**config.mk**
```make
export PLATFORM = sky130hd
export DESIGN_NAME = nx_fifo_rd_stream_adapter
export DESIGN_NICKNAME = d
export VERILOG_FILES = /design/src/rtl/nx_fifo_rd_stream_adapter.sv
export SDC_FILE = /design/constraint.sdc
export NUM_CORES = 1
export LEC_CHECK = 0
export BUFFER_PORTS_ARGS = -buffer_cell sky130_fd_sc_hd__buf_4
export CELL_PAD_IN_SITES_DETAIL_PLACEMENT = 1
export CELL_PAD_IN_SITES_GLOBAL_PLACEMENT = 1
export CORE_ASPECT_RATIO = 0.6
export CORE_MARGIN = 10
export CORE_UTILIZATION = 40
export CTS_BUF_LIST = sky130_fd_sc_hd__clkbuf_8
export DETAILED_ROUTE_END_ITERATION = 7
export GPL_TIMING_DRIVEN = 0
export PLACE_DENSITY_LB_ADDON = 0.1
export SKIP_LAST_GASP = 1
export SLEW_MARGIN = 20
export SYNTH_ARGS = -nofsm -noshare
export SYNTH_HDL_FRONTEND = slang
export SYNTH_SLANG_ARGS = --single-unit
```
**constraint.sdc**
```tcl
create_clock -name clk -period 1.87 [get_ports clk]
set_input_delay 0.2805 -clock clk [delete_from_list [all_inputs] [get_ports clk]]
set_output_delay 0.2805 -clock clk [all_outputs]
set_load 0.05 [all_outputs]
```
**src/rtl/nx_fifo_rd_stream_adapter.sv**
```systemverilog
// nx_fifo_rd_stream_adapter
// Read-side stage for the nx_fifo_ram_1r1w family. Issues fifo_ren against a
// credit of DEPTH = RD_LAT+1 buffer slots, absorbs the RAM read latency in a
// small circular skid buffer and presents a bubble-free valid/ready stream.
// Each word travels with its read-error flag.

// One skid-buffer entry {err,data}. Only reset zeroes it; a clear simply
// rewinds the pointers, so stale contents are never observable.
module nx_fifo_rd_skid_slot #(
  parameter int W = 84
) (
  input  logic         clk,
  input  logic         rst_n,
  input  logic         we,
  input  logic [W-1:0] wdata,
  output logic [W-1:0] q
);

  // Capture the returning word when this slot is the write target.
  always_ff @(posedge clk) begin
    if (!rst_n)  q <= '0;
    else if (we) q <= wdata;
  end

endmodule

module nx_fifo_rd_stream_adapter #(
  parameter  int DATA_W = 83,
  parameter  int RD_LAT = 1,
  // Buffer must cover every read that can be in flight plus the head word.
  localparam int DEPTH  = RD_LAT + 1,
  // Two bits for RD_LAT 1..2; widens to three at RD_LAT=3 so DEPTH=4 fits.
  localparam int CNT_W  = $clog2(DEPTH + 1),
  localparam int PTR_W  = $clog2(DEPTH)
) (
  input  logic              clk,
  input  logic              rst_n,
  input  logic              clear,
  output logic              fifo_clear,
  input  logic              fifo_empty,
  output logic              fifo_ren,
  input  logic [DATA_W-1:0] fifo_rdata,
  input  logic              fifo_rerr,
  input  logic              fifo_underflow,
  output logic              out_valid,
  input  logic              out_ready,
  output logic [DATA_W-1:0] out_data,
  output logic              out_err,
  output logic [CNT_W-1:0]  held_cnt,
  output logic              underflow_seen
);

  typedef struct packed {
    logic              err;
    logic [DATA_W-1:0] data;
  } entry_t;

  localparam logic [CNT_W:0]   DEPTH_C = (CNT_W+1)'(DEPTH);
  localparam logic [PTR_W-1:0] LAST_P  = PTR_W'(DEPTH - 1);

  logic              flush;
  logic              pop;
  logic              ret;
  logic [RD_LAT-1:0] vld_pipe;
  logic [CNT_W:0]    infl_cnt;
  logic [CNT_W:0]    credit_use;
  logic [CNT_W:0]    credit_lim;
  logic [PTR_W-1:0]  wr_ptr;
  logic [PTR_W-1:0]  rd_ptr;
  logic [DEPTH-1:0]  slot_we;
  entry_t            ret_entry;
  entry_t            slot_q [DEPTH];
  entry_t            head;

  // Non-power-of-two depths (RD_LAT=2) need an explicit wrap.
  function automatic logic [PTR_W-1:0] ptr_inc(input logic [PTR_W-1:0] p);
    return (p == LAST_P) ? '0 : p + 1'b1;
  endfunction

  // Reset and clear discard buffered and in-flight words identically.
  assign flush      = ~rst_n | clear;
  assign fifo_clear = clear;

  assign pop = out_valid & out_ready;
  assign ret = vld_pipe[RD_LAT-1];

  // Count outstanding reads still travelling through the RAM pipeline.
  always_comb begin
    infl_cnt = '0;
    for (int k = 0; k < RD_LAT; k++)
      infl_cnt = infl_cnt + {{CNT_W{1'b0}}, vld_pipe[k]};
  end

  // A slot freed by this cycle's pop can be re-credited immediately; that is
  // what keeps the stream at one word per cycle without bubbles.
  assign credit_use = {1'b0, held_cnt} + infl_cnt;
  assign credit_lim = DEPTH_C + {{CNT_W{1'b0}}, pop};
  assign fifo_ren   = rst_n & ~clear & ~fifo_empty & (credit_use < credit_lim);

  // Age each issued read by one stage per cycle until its data returns.
  always_ff @(posedge clk) begin
    if (flush) begin
      vld_pipe <= '0;
    end else begin
      vld_pipe[0] <= fifo_ren;
      for (int k = 1; k < RD_LAT; k++)
        vld_pipe[k] <= vld_pipe[k-1];
    end
  end

  assign ret_entry = {fifo_rerr, fifo_rdata};

  // Circular buffer of skid slots; a returning word lands at wr_ptr unless
  // it arrives in a flush cycle, in which case it is dropped.
  for (genvar i = 0; i < DEPTH; i++) begin : g_slot
    assign slot_we[i] = ret & ~flush & (wr_ptr == PTR_W'(i));

    nx_fifo_rd_skid_slot #(
      .W (DATA_W + 1)
    ) u_slot (
      .clk   (clk),
      .rst_n (rst_n),
      .we    (slot_we[i]),
      .wdata (ret_entry),
      .q     (slot_q[i])
    );
  end

  // Pointer and occupancy bookkeeping; return and pop in one cycle cancel.
  always_ff @(posedge clk) begin
    if (flush) begin
      wr_ptr   <= '0;
      rd_ptr   <= '0;
      held_cnt <= '0;
    end else begin
      if (ret) wr_ptr <= ptr_inc(wr_ptr);
      if (pop) rd_ptr <= ptr_inc(rd_ptr);
      case ({ret, pop})
        2'b10:   held_cnt <= held_cnt + 1'b1;
        2'b01:   held_cnt <= held_cnt - 1'b1;
        default: held_cnt <= held_cnt;
      endcase
    end
  end

  // Head entry drives the stream; it only moves on a completed handshake.
  assign head      = slot_q[rd_ptr];
  assign out_valid = (held_cnt != '0);
  assign out_data  = head.data;
  assign out_err   = head.err;

  // Sticky underflow flag; survives clear, only reset drops it.
  always_ff @(posedge clk) begin
    if (!rst_n)              underflow_seen <= 1'b0;
    else if (fifo_underflow) underflow_seen <= 1'b1;
  end

endmodule

```
==> metrics.yaml, run 1 <==
outcome:
  status: "finished, violations left"
  violations: "negative setup slack"
detailed_routing:
  totalWireLength_um: 24700
  via_count: 6630
  viasPerCell: 4.91
  drc: 0
  ant_nets: 0
  drt_iter0_markers: 268
  wire_per_inst_um: 18.3
  drt_pass1_iterations: 4
clock_tree:
  cts_buffers: 17
  cts_root_buf: "clkbuf_8"
  clk_path_buf_depth: 2
  htreeDepth: 4
  clock_latency_ns: 0.47
  cts_tree: "yes"
  path_clk_slew_ns: 0.09
  clock-sinks: 174
logic_synthesis:
  yosys-top-cells-count: "336 x nand2_1, 174 x dfxtp_1, 147 x o21ai_0"
  async_reset_ff_frac: 0
  yosysTopAreaCell: "dfxtp_1"
  synth_seq_area_share: 0.493
  synth_warnings: 0
  synth_cells: 852
  synth_xor_area_frac: 0.00496
  ys_ff_latch: 174
  synth_top_family_by_area: "simple AND/OR/NAND/NOR gates"
  synthAdderAreaFrac: 0.00532
  ys_dominant_reg_cell: "dfxtp_1"
  synth-compound-area-share: 0.123
  synthMuxAreaShare: 0.134
  netlist_area_um2: 7060
  syn_nets: 945
  synth_top_area_frac: 0.493
  synth_simple_gate_area_frac: 0.189
  ys_top_cells_by_area: "dfxtp_1 49%, nand2_1 18%, mux2_2 13%"
  synth_edf_count: 0
  synth_most_common_cell: "nand2_1"
  syn_area_per_cell_um2: 8.29
  yosysUniqueCellTypes: 24
pwr:
  irDropWorstVdd_mv: 0.426
  swShare: 0.251
  powerDensity_nw_per_um2: 719
  combPwrFrac: 0.108
  pwr-share-seq: 0.522
  p_sw_mw: 1.81
  internal-power_mw: 5.41
  clockPowerShare: 0.369
  cellLeakagePower_nw: 4.06
finish:
  num-nets-final: 1200
  synthToLayoutAreaGrowth_pct: 42.1
  antenna_cells: 0
  num-fill-cells: 2044
  final_cell_area_um2: 10000
  utilization: 0.583
  drive_above_1_share: 0.306
placed_design:
  portBuffers: 178
  gp_congestion: 0.770
  placed_cell_area_um2: 8710
  hpwlAfterDp_um: 17500
flow_run:
  cap_violations: 0
critical_path:
  crit_start: "rd_ptr$_SDFFE_PP0P_"
  cp_max_fo: 10
  endpoint_kind: "output pin"
  slowest_delay_ns: 0.38
  cp.depth: 4
  cp_cell_sequence: "buf_12, buf_12, mux2_2, buf_6"
  arrival_ns: 1.69
  required_ns: 1.59
  r2r-start: "held_cnt[0]$_SDFFE_PP0P_"
  crit_top_cell: "buf_12"
  critPathBufInv: 3
  critPathTopFamily: "buffers and inverters"
  ff2ff_path_depth: 6
  crit_path_start_kind: "flip-flop"
  crit_slowest_cell: "dfxtp_4"
  path_class: "flip-flop to output pin"
floorplanning:
  num_io_pins: 180
  rows: 37
  die_h_um: 123
  start_util: 0.410
  dieArea_um2: 23500
  die_w_um: 192
  core_area_um2: 17200
timing:
  fmax_mhz: 508
  maxSlewHeadroom: 0.630
  slew_violations: 0
  hold_viol: 0
  layout_min_cycle_time_ns: 1.97
  worst_slew_pin_slew_ns: 0.555
  setup_slack_ns: -0.0990
  rsz0062_at_grt: "true"
  fin_worst_skew_ns: 0.0108
  fin_crit_sh: 1.05
  setup_viol: 85
  setup-tns-final_ns: -4.07
grt:
  grt_usage: 0.208
  gr-total-overflow: 0
  grt_max_degree: 17
  antenna_found_initial: 0
  grt_pass1_vias: 7136
  grt_pass1_wl_um: 39100
worst_hold_path:
  min_from: "fifo_rdata[22]"
  hold_path_depth: 3
  hold_path_class: "input pin to flip-flop"
-- path summary, 6_finish.rpt --
| check | to | slack [ns] |
|---|---|---|
| worst min-delay path | g_slot[0].u_slot.q[22]$_SDFFE_PN0P_ | 0.02 |
| worst max register to register | held_cnt[1]$_SDFFE_PP0P_ | 0.12 |
| worst min register to register | g_slot[1].u_slot.q[25]$_SDFFE_PN0P_ | 0.45 |
| worst max-delay path | out_data[33] | -0.1 |
-- final cells by class --
| type | count | area, µm² | share of cell area |
|---|---|---|---|
| Buffer | 66 | 444 | 0.0443 |
| Multi-Input combinational cell | 610 | 3290 | 0.328 |
| Clock buffer | 18 | 248 | 0.0247 |
| Tap cell | 234 | 293 | 0.0292 |
| Clock inverter | 11 | 129 | 0.0128 |
| Inverter | 2 | 7.51 | 0.000748 |
| Sequential cell | 174 | 3500 | 0.348 |
| Timing Repair Buffer | 236 | 2130 | 0.212 |
-- kinds of logic (layout without fill, tap and decap cells) --
group | count (synthesis) | after routing
buf+inv | 68 | 333
xor+xnor | 4 | 4
fa+ha+maj | 3 | 3
simple gates | 346 | 346
flops | 174 | 174
compound gates | 173 | 173
mux | 84 | 84
-- stage by stage --
stage | total power, mW | setup slack [ns] | cells | hold slack, ns
final | 7.22 | -0.0990 | 1351 | 0.0217
after floorplan | 4.18 | 0.0207 | 852 | 0.357
after global routing | 7.47 | -0.148 | 1351 | 0.0182
after CTS | 7.25 | -0.137 | 1350 | 0.0000759
after detailed placement | 4.51 | 0.00197 | 1264 | 0.442
after global placement | 4.50 | 0.0177 | 1264 | 0.436
-- metal layers --
metal,track usage,part of all wire,vias up
met5,0,0,-
met4,0.0564,0.012,0
met3,0.0546,0.060,23
met2,0.321,0.43,163
met1,0.283,0.49,3152
li1,-,-,3292
-- power by group through the flow --
stage / logic (mW) / registers [mW] / clock network, mW
final: 0.782 / 3.77 / 2.67
after global routing: 0.831 / 3.78 / 2.86
after CTS: 0.779 / 3.77 / 2.70
after detailed placement: 0.651 / 3.86 / 0
after global placement: 0.644 / 3.86 / 0
after floorplan: 0.317 / 3.86 / 0
-- layout by cell type (no fill, tap or decap), types with 2 or more instances in the layout --
cell type | netlist | layout
clkinv_2 | 0 | 4
o21ai_1 | 24 | 25
clkbuf_2 | 3 | 3
buf_1 | 2 | 2
clkbuf_8 | 0 | 18
inv_1 | 2 | 5
dlygate4sd3_1 | 0 | 53
ha_4 | 0 | 2
dfxtp_1 | 174 | 170
buf_6 | 6 | 63
clkbuf_1 | 25 | 25
buf_2 | 25 | 16
buf_12 | 0 | 6
mux2_4 | 0 | 7
mux2_2 | 84 | 77
dfxtp_4 | 0 | 3
buf_4 | 5 | 133
xnor2_1 | 2 | 2
bufinv_16 | 0 | 3
nor2_1 | 3 | 3
xor2_1 | 2 | 2
nand2_1 | 336 | 336
o21ai_0 | 147 | 145
-- worst min-delay path: cells and delay by family --
family	cells	cell delay, ns
buffers and inverters	1	0.08
AOI/OAI and AO/OA	1	0.06
and+or+nand+nor	1	0.04
-- flip-flops by register name, indices dropped and copies added (netlist names) --
register	flops
underflow_seen	1
held_cnt	2
wr_ptr	1
ret	1
rd_ptr	1
g_slot.u_slot.q	168
-- what timing repair did --
item,in CTS,in global routing
hold buffers,53,0
buffers inserted,4,1
gates resized for setup,99,4
endpoints found under the setup margin,85,85
hold endpoints to repair,80,0
gates cloned,0,0
pin swaps,1,2
No activity file was read; power rests on OpenSTA's default activity.
==> run 2: changes to the inputs <==
--- a/config.mk
+++ b/config.mk
@@ -9,9 +9,8 @@
 export CELL_PAD_IN_SITES_DETAIL_PLACEMENT = 1
 export CELL_PAD_IN_SITES_GLOBAL_PLACEMENT = 1
 export CORE_ASPECT_RATIO = 0.6
-export CORE_MARGIN = 10
-export CORE_UTILIZATION = 40
-export CTS_BUF_LIST = sky130_fd_sc_hd__clkbuf_8
+export CORE_UTILIZATION = 39
+export CTS_BUF_LIST = sky130_fd_sc_hd__clkbuf_16
 export DETAILED_ROUTE_END_ITERATION = 7
 export GPL_TIMING_DRIVEN = 0
 export PLACE_DENSITY_LB_ADDON = 0.1
==> metrics.yaml, run 2 (synthesis results as in run 1) <==
outcome:
  status: "finished, violations left"
  violations: "negative setup slack"
pwr:
  swShare: 0.252
  p_sw_mw: 2.03
  internal-power_mw: 6.02
  combPwrFrac: 0.085
  clockPowerShare: 0.446
  pwr-share-seq: 0.469
  powerDensity_nw_per_um2: 827
  irDropWorstVdd_mv: 0.564
  cellLeakagePower_nw: 3.92
critical_path:
  r2r-start: "ret$_SDFF_PP0_"
  required_ns: 1.59
  endpoint_kind: "output pin"
  cp_max_fo: 10
  crit_path_start_kind: "flip-flop"
  arrival_ns: 1.63
  r2r_slack_ns: 0.19
  path_class: "flip-flop to output pin"
  reg2reg_to: "g_slot[0].u_slot.q[75]$_SDFFE_PN0P_"
  ff2ff_path_depth: 5
timing:
  rsz0062_at_grt: "true"
  fmax_mhz: 523
  hold_viol: 0
  fin_crit_sh: 1.02
  fin_worst_skew_ns: 0.0116
  layout_min_cycle_time_ns: 1.91
  slew_violations: 0
  setup_slack_ns: -0.0426
  hold_ws_ns: 0.0409
  maxSlewHeadroom: 0.624
  setup_viol: 50
  worst_slew_pin_slew_ns: 0.563
floorplanning:
  start_util: 0.406
  dieArea_um2: 18700
  num_io_pins: 180
  die_h_um: 106
  core_area_um2: 17400
  rows: 37
  die_w_um: 176
grt:
  grt_pass1_wl_um: 35300
  grt_usage: 0.240
  grt_max_degree: 17
  antenna_found_initial: 0
  grt_pass1_vias: 6834
  gr-total-overflow: 0
clock_tree:
  holdBufCountCts: 0
  clock_latency_ns: 0.43
  clk_path_buf_depth: 2
  clock-sinks: 174
  htreeDepth: 4
  cts_buffers: 17
  cts_root_buf: "clkbuf_16"
  path_clk_slew_ns: 0.08
  cts_tree: "yes"
placed_design:
  post-place-ws_ns: 0.00602
  placedCellCount: 1264
  gp_congestion: 0.762
  hpwlAfterDp_um: 15700
  portBuffers: 178
finish:
  utilization: 0.559
  num-nets-final: 1147
  fin_cells: 1300
  regMostFlops: "g_slot.u_slot.q"
  synthToLayoutAreaGrowth_pct: 37.8
  largest_reg_flops: 168
  final_cell_mix: "336 x nand2_1, 170 x dfxtp_1, 145 x o21ai_0, 135 x buf_4, 76 x mux2_2"
  reg_top3: "g_slot.u_slot.q: 168 flops, held_cnt: 2 flops"
  drive_above_1_share: 0.325
  final_common_cell: "nand2_1"
  antenna_cells: 0
detailed_routing:
  drt_iter0_markers: 382
  totalWireLength_um: 22200
  viasPerCell: 5.03
  drc: 0
  drt_pass1_iterations: 4
  via_count: 6533
  wire_per_inst_um: 17.1
  ant_nets: 0
worst_hold_path:
  hold_path_depth: 2
  whs_endpoint: "underflow_seen$_SDFFE_PN0P_"
  min_from: "fifo_underflow"
  hold_path_class: "input pin to flip-flop"
flow_run:
  cap_violations: 0
==> run 2: cell types whose count changed in the layout (fill, tap and decap cells not counted), sizes merged <==
| cell | before | now |
|---|---|---|
| clkinvlp | 1 | 2 |
| clkbuf | 46 | 45 |
| bufinv | 3 | 2 |
| dlygate4sd3 | 53 | 0 |
| inv | 5 | 8 |
==> run 2: cell type report <==
| cell class | count | area (µm²) |
|---|---|---|
| buffer | 66 | 444 |
| clock buffer | 17 | 425 |
| clock inverter | 14 | 160 |
| fill | 2093 | 7680 |
| inverter | 2 | 7.51 |
| multi-input combinational | 610 | 3300 |
| sequential | 174 | 3500 |
| tap | 234 | 293 |
| timing repair buffer | 183 | 1600 |
==> run 2: worst max-delay path by stage <==
stage          slack, ns      endpoint  cells past startpoint                     start
2_1_floorplan       0.02      fifo_ren                      4  held_cnt[0]$_SDFFE_PP0P_
3_3_place_gp        0.02  out_data[34]                      4       rd_ptr$_SDFFE_PP0P_
3_5_place_dp       0.006  out_data[34]                      4       rd_ptr$_SDFFE_PP0P_
4_1_cts            -0.08  out_data[34]                      4       rd_ptr$_SDFFE_PP0P_
5_1_grt            -0.09      fifo_ren                      5  held_cnt[0]$_SDFFE_PP0P_
6_report           -0.04  out_data[24]                      4       rd_ptr$_SDFFE_PP0P_
==> run 2: metrics by stage <==
step | TNS [ns] | area, µm² | power, mW
CTS | -2.39 | 9700 | 8.10
floorplan | 0 | 7080 | 4.18
finish | -0.702 | 9730 | 8.05
global placement | 0 | 8710 | 4.49
global route | -3.24 | 9730 | 8.29
detailed placement | 0 | 8710 | 4.50
==> run 2: per-layer routing <==
layer,global-route usage,up-vias,wire length (µm)
met5,0,-,0
met4,0.0553,0,142
met2,0.379,156,9820
met1,0.342,3153,11100
met3,0.0411,13,1100
li1,-,3211,-
==> run 2: critical path: stages, from the launching register on <==
cell and delay (ns):
dfxtp_4 0.37, buf_12 0.15, buf_12 0.14, mux2_2 0.37, buf_6 0.16
==> run 2: what timing repair did <==
action,in CTS,in global routing
gates resized for setup,102,5
setup buffers,4,1
setup endpoints to repair,85,85
==> run 2: power groups by stage <==
| stage | clock (mW) | sequential [mW] | combinational (mW) |
|---|---|---|---|
| 2_1_floorplan | 0 | 3.86 | 0.317 |
| 3_3_place_gp | 0 | 3.86 | 0.636 |
| 3_5_place_dp | 0 | 3.86 | 0.641 |
| 4_1_cts | 3.64 | 3.77 | 0.682 |
| 5_1_grt | 3.79 | 3.78 | 0.723 |
| 6_report | 3.59 | 3.77 | 0.684 |
==> run 3: changes to the inputs <==
==> constraint.sdc (replaced) <==
create_clock -name clk -period 1.87 [get_ports clk]
set_input_delay 0.4675 -clock clk [delete_from_list [all_inputs] [get_ports clk]]
set_output_delay 0.4675 -clock clk [all_outputs]
set_load 0.05 [all_outputs]
==> metrics.yaml, run 3 (synthesis results as in run 1) <==
clock_tree:
  clock_latency_ns: 0.43
  clk_path_buf_depth: 2
  cts_buffers: 17
  cts_tree: "yes"
  htreeDepth: 4
  holdBufCountCts: 0
  path_clk_slew_ns: 0.06
  cts_root_buf: "clkbuf_16"
  clock-sinks: 174
finish:
  fin_cells: 1305
  final_cell_mix: "336 x nand2_1, 170 x dfxtp_1, 145 x o21ai_0, 107 x buf_4, 83 x buf_6"
  drive_above_1_share: 0.323
  synthToLayoutAreaGrowth_pct: 41.4
  num-nets-final: 1153
  largest_reg_flops: 168
  antenna_cells: 0
  num-fill-cells: 2074
  final_common_cell: "nand2_1"
  reg_top3: "g_slot.u_slot.q: 168 flops, held_cnt: 2 flops"
  regMostFlops: "g_slot.u_slot.q"
floorplanning:
  start_util: 0.406
  rows: 37
  dieArea_um2: 18700
  die_h_um: 106
  num_io_pins: 180
  core_area_um2: 17400
  die_w_um: 176
detailed_routing:
  viasPerCell: 5.07
  via_count: 6614
  drt_iter0_markers: 517
  drc: 0
  wire_per_inst_um: 17.5
  totalWireLength_um: 22800
  ant_nets: 0
  drt_pass1_iterations: 5
critical_path:
  path_class: "flip-flop to output pin"
  arrival_ns: 1.65
  required_ns: 1.40
  crit_path_start_kind: "flip-flop"
  ff2ff_path_depth: 5
  cp_max_fo: 10
  endpoint_kind: "output pin"
pwr:
  powerDensity_nw_per_um2: 784
  combPwrFrac: 0.091
  irDropWorstVdd_mv: 0.566
  clockPowerShare: 0.427
  cellLeakagePower_nw: 4.01
  pwr-share-seq: 0.482
  p_sw_mw: 1.87
  internal-power_mw: 5.96
  swShare: 0.239
placed_design:
  hpwlAfterDp_um: 15800
  placedCellCount: 1264
  gp_congestion: 0.757
  portBuffers: 178
grt:
  grt_max_degree: 17
  grt_pass1_wl_um: 36700
  antenna_found_initial: 0
  grt_pass1_vias: 6839
  gr-total-overflow: 0
  grt_usage: 0.256
worst_hold_path:
  hold_path_class: "input pin to flip-flop"
  hold_path_depth: 2
timing:
  fin_worst_skew_ns: 0.00562
  fin_crit_sh: 1.13
  setup_viol: 85
  maxSlewHeadroom: 0.626
  hold_ws_ns: 0.222
  setup_slack_ns: -0.244
  fmax_mhz: 473
  rsz0062_at_grt: "true"
  hold_viol: 0
  slew_violations: 0
  setup-tns-final_ns: -16.58
  worst_slew_pin_slew_ns: 0.561
  layout_min_cycle_time_ns: 2.11
outcome:
  violations: "negative setup slack"
  status: "finished, violations left"
flow_run:
  cap_violations: 0
## run 3: cell count changes in the layout (fill, tap and decap cells not counted), moves of 2 or more
| cell | before | now |
|---|---|---|
| o21ai_2 | 2 | 0 |
| buf_8 | 5 | 9 |
| inv_6 | 2 | 0 |
| inv_8 | 3 | 0 |
| clkinv_2 | 0 | 3 |
| buf_12 | 6 | 9 |
| buf_4 | 135 | 107 |
| clkinv_1 | 1 | 5 |
| clkinvlp_4 | 2 | 0 |
| mux2_4 | 8 | 20 |
| mux2_2 | 76 | 64 |
| buf_6 | 57 | 83 |
| clkinv_4 | 3 | 0 |
## run 3: power groups by stage
stage	Clock (mW)	Combinational [mW]	Sequential [mW]
global placement	0	0.641	3.86
detailed placement	0	0.646	3.86
CTS	3.39	0.706	3.77
floorplan	0	0.323	3.86
global route	3.57	0.752	3.78
finish	3.34	0.712	3.77
## run 3: worst max-delay path, stage by stage (launching register included)
cell     delay [ns]
dfxtp_4        0.37
buf_12         0.16
buf_12         0.15
mux2_2         0.37
buf_6          0.16
## run 3: cell type report
class | count | area, µm² | share of cell area
clock buffers | 17 | 425 | 0.0426
flip-flops and latches | 174 | 3500 | 0.350
multi-input cells | 610 | 3360 | 0.336
clock inverters | 13 | 108 | 0.0108
well taps | 234 | 293 | 0.0293
inverters | 2 | 7.51 | 0.000752
plain buffers | 66 | 492 | 0.0492
repair buffers | 189 | 1810 | 0.181
## run 3: worst paths after layout
kind | end | startpoint | slack, ns
worst max-delay path | out_data[32] | rd_ptr$_SDFFE_PP0P_ | -0.24
worst min-delay path | ret$_SDFF_PP0_ | fifo_empty | 0.22
worst max register to register | held_cnt[1]$_SDFFE_PP0P_ | held_cnt[1]$_SDFFE_PP0P_ | 0.12
worst min register to register | g_slot[1].u_slot.q[23]$_SDFFE_PN0P_ | g_slot[1].u_slot.q[23]$_SDFFE_PN0P_ | 0.44
## run 3: routing by layer
metal  up-vias  share of wire  track usage
li1       3219              -            -
met1      3184           0.51        0.373
met2       182           0.43        0.373
met3        29          0.046       0.0422
met4         0          0.017        0.101
met5         -              0            0
## run 3: what timing repair did
item                                   4_1_cts  5_1_grt
buffers inserted                             8        1
cloned                                       1        1
resized for setup                          153        3
pin swaps                                    0        0
endpoints found under the hold margin        0        0
setup endpoints to repair                   85       86
## run 3: per-stage QoR
step | power, mW | util | setup slack [ns] | area [µm²]
4_1_cts | 7.87 | 0.571 | -0.252 | 9940
3_5_place_dp | 4.51 | 0.503 | -0.163 | 8760
3_3_place_gp | 4.50 | 0.503 | -0.162 | 8760
2_1_floorplan | 4.18 | - | -0.0580 | 7130
6_report | 7.83 | 0.574 | -0.244 | 9980
5_1_grt | 8.09 | 0.574 | -0.287 | 9980
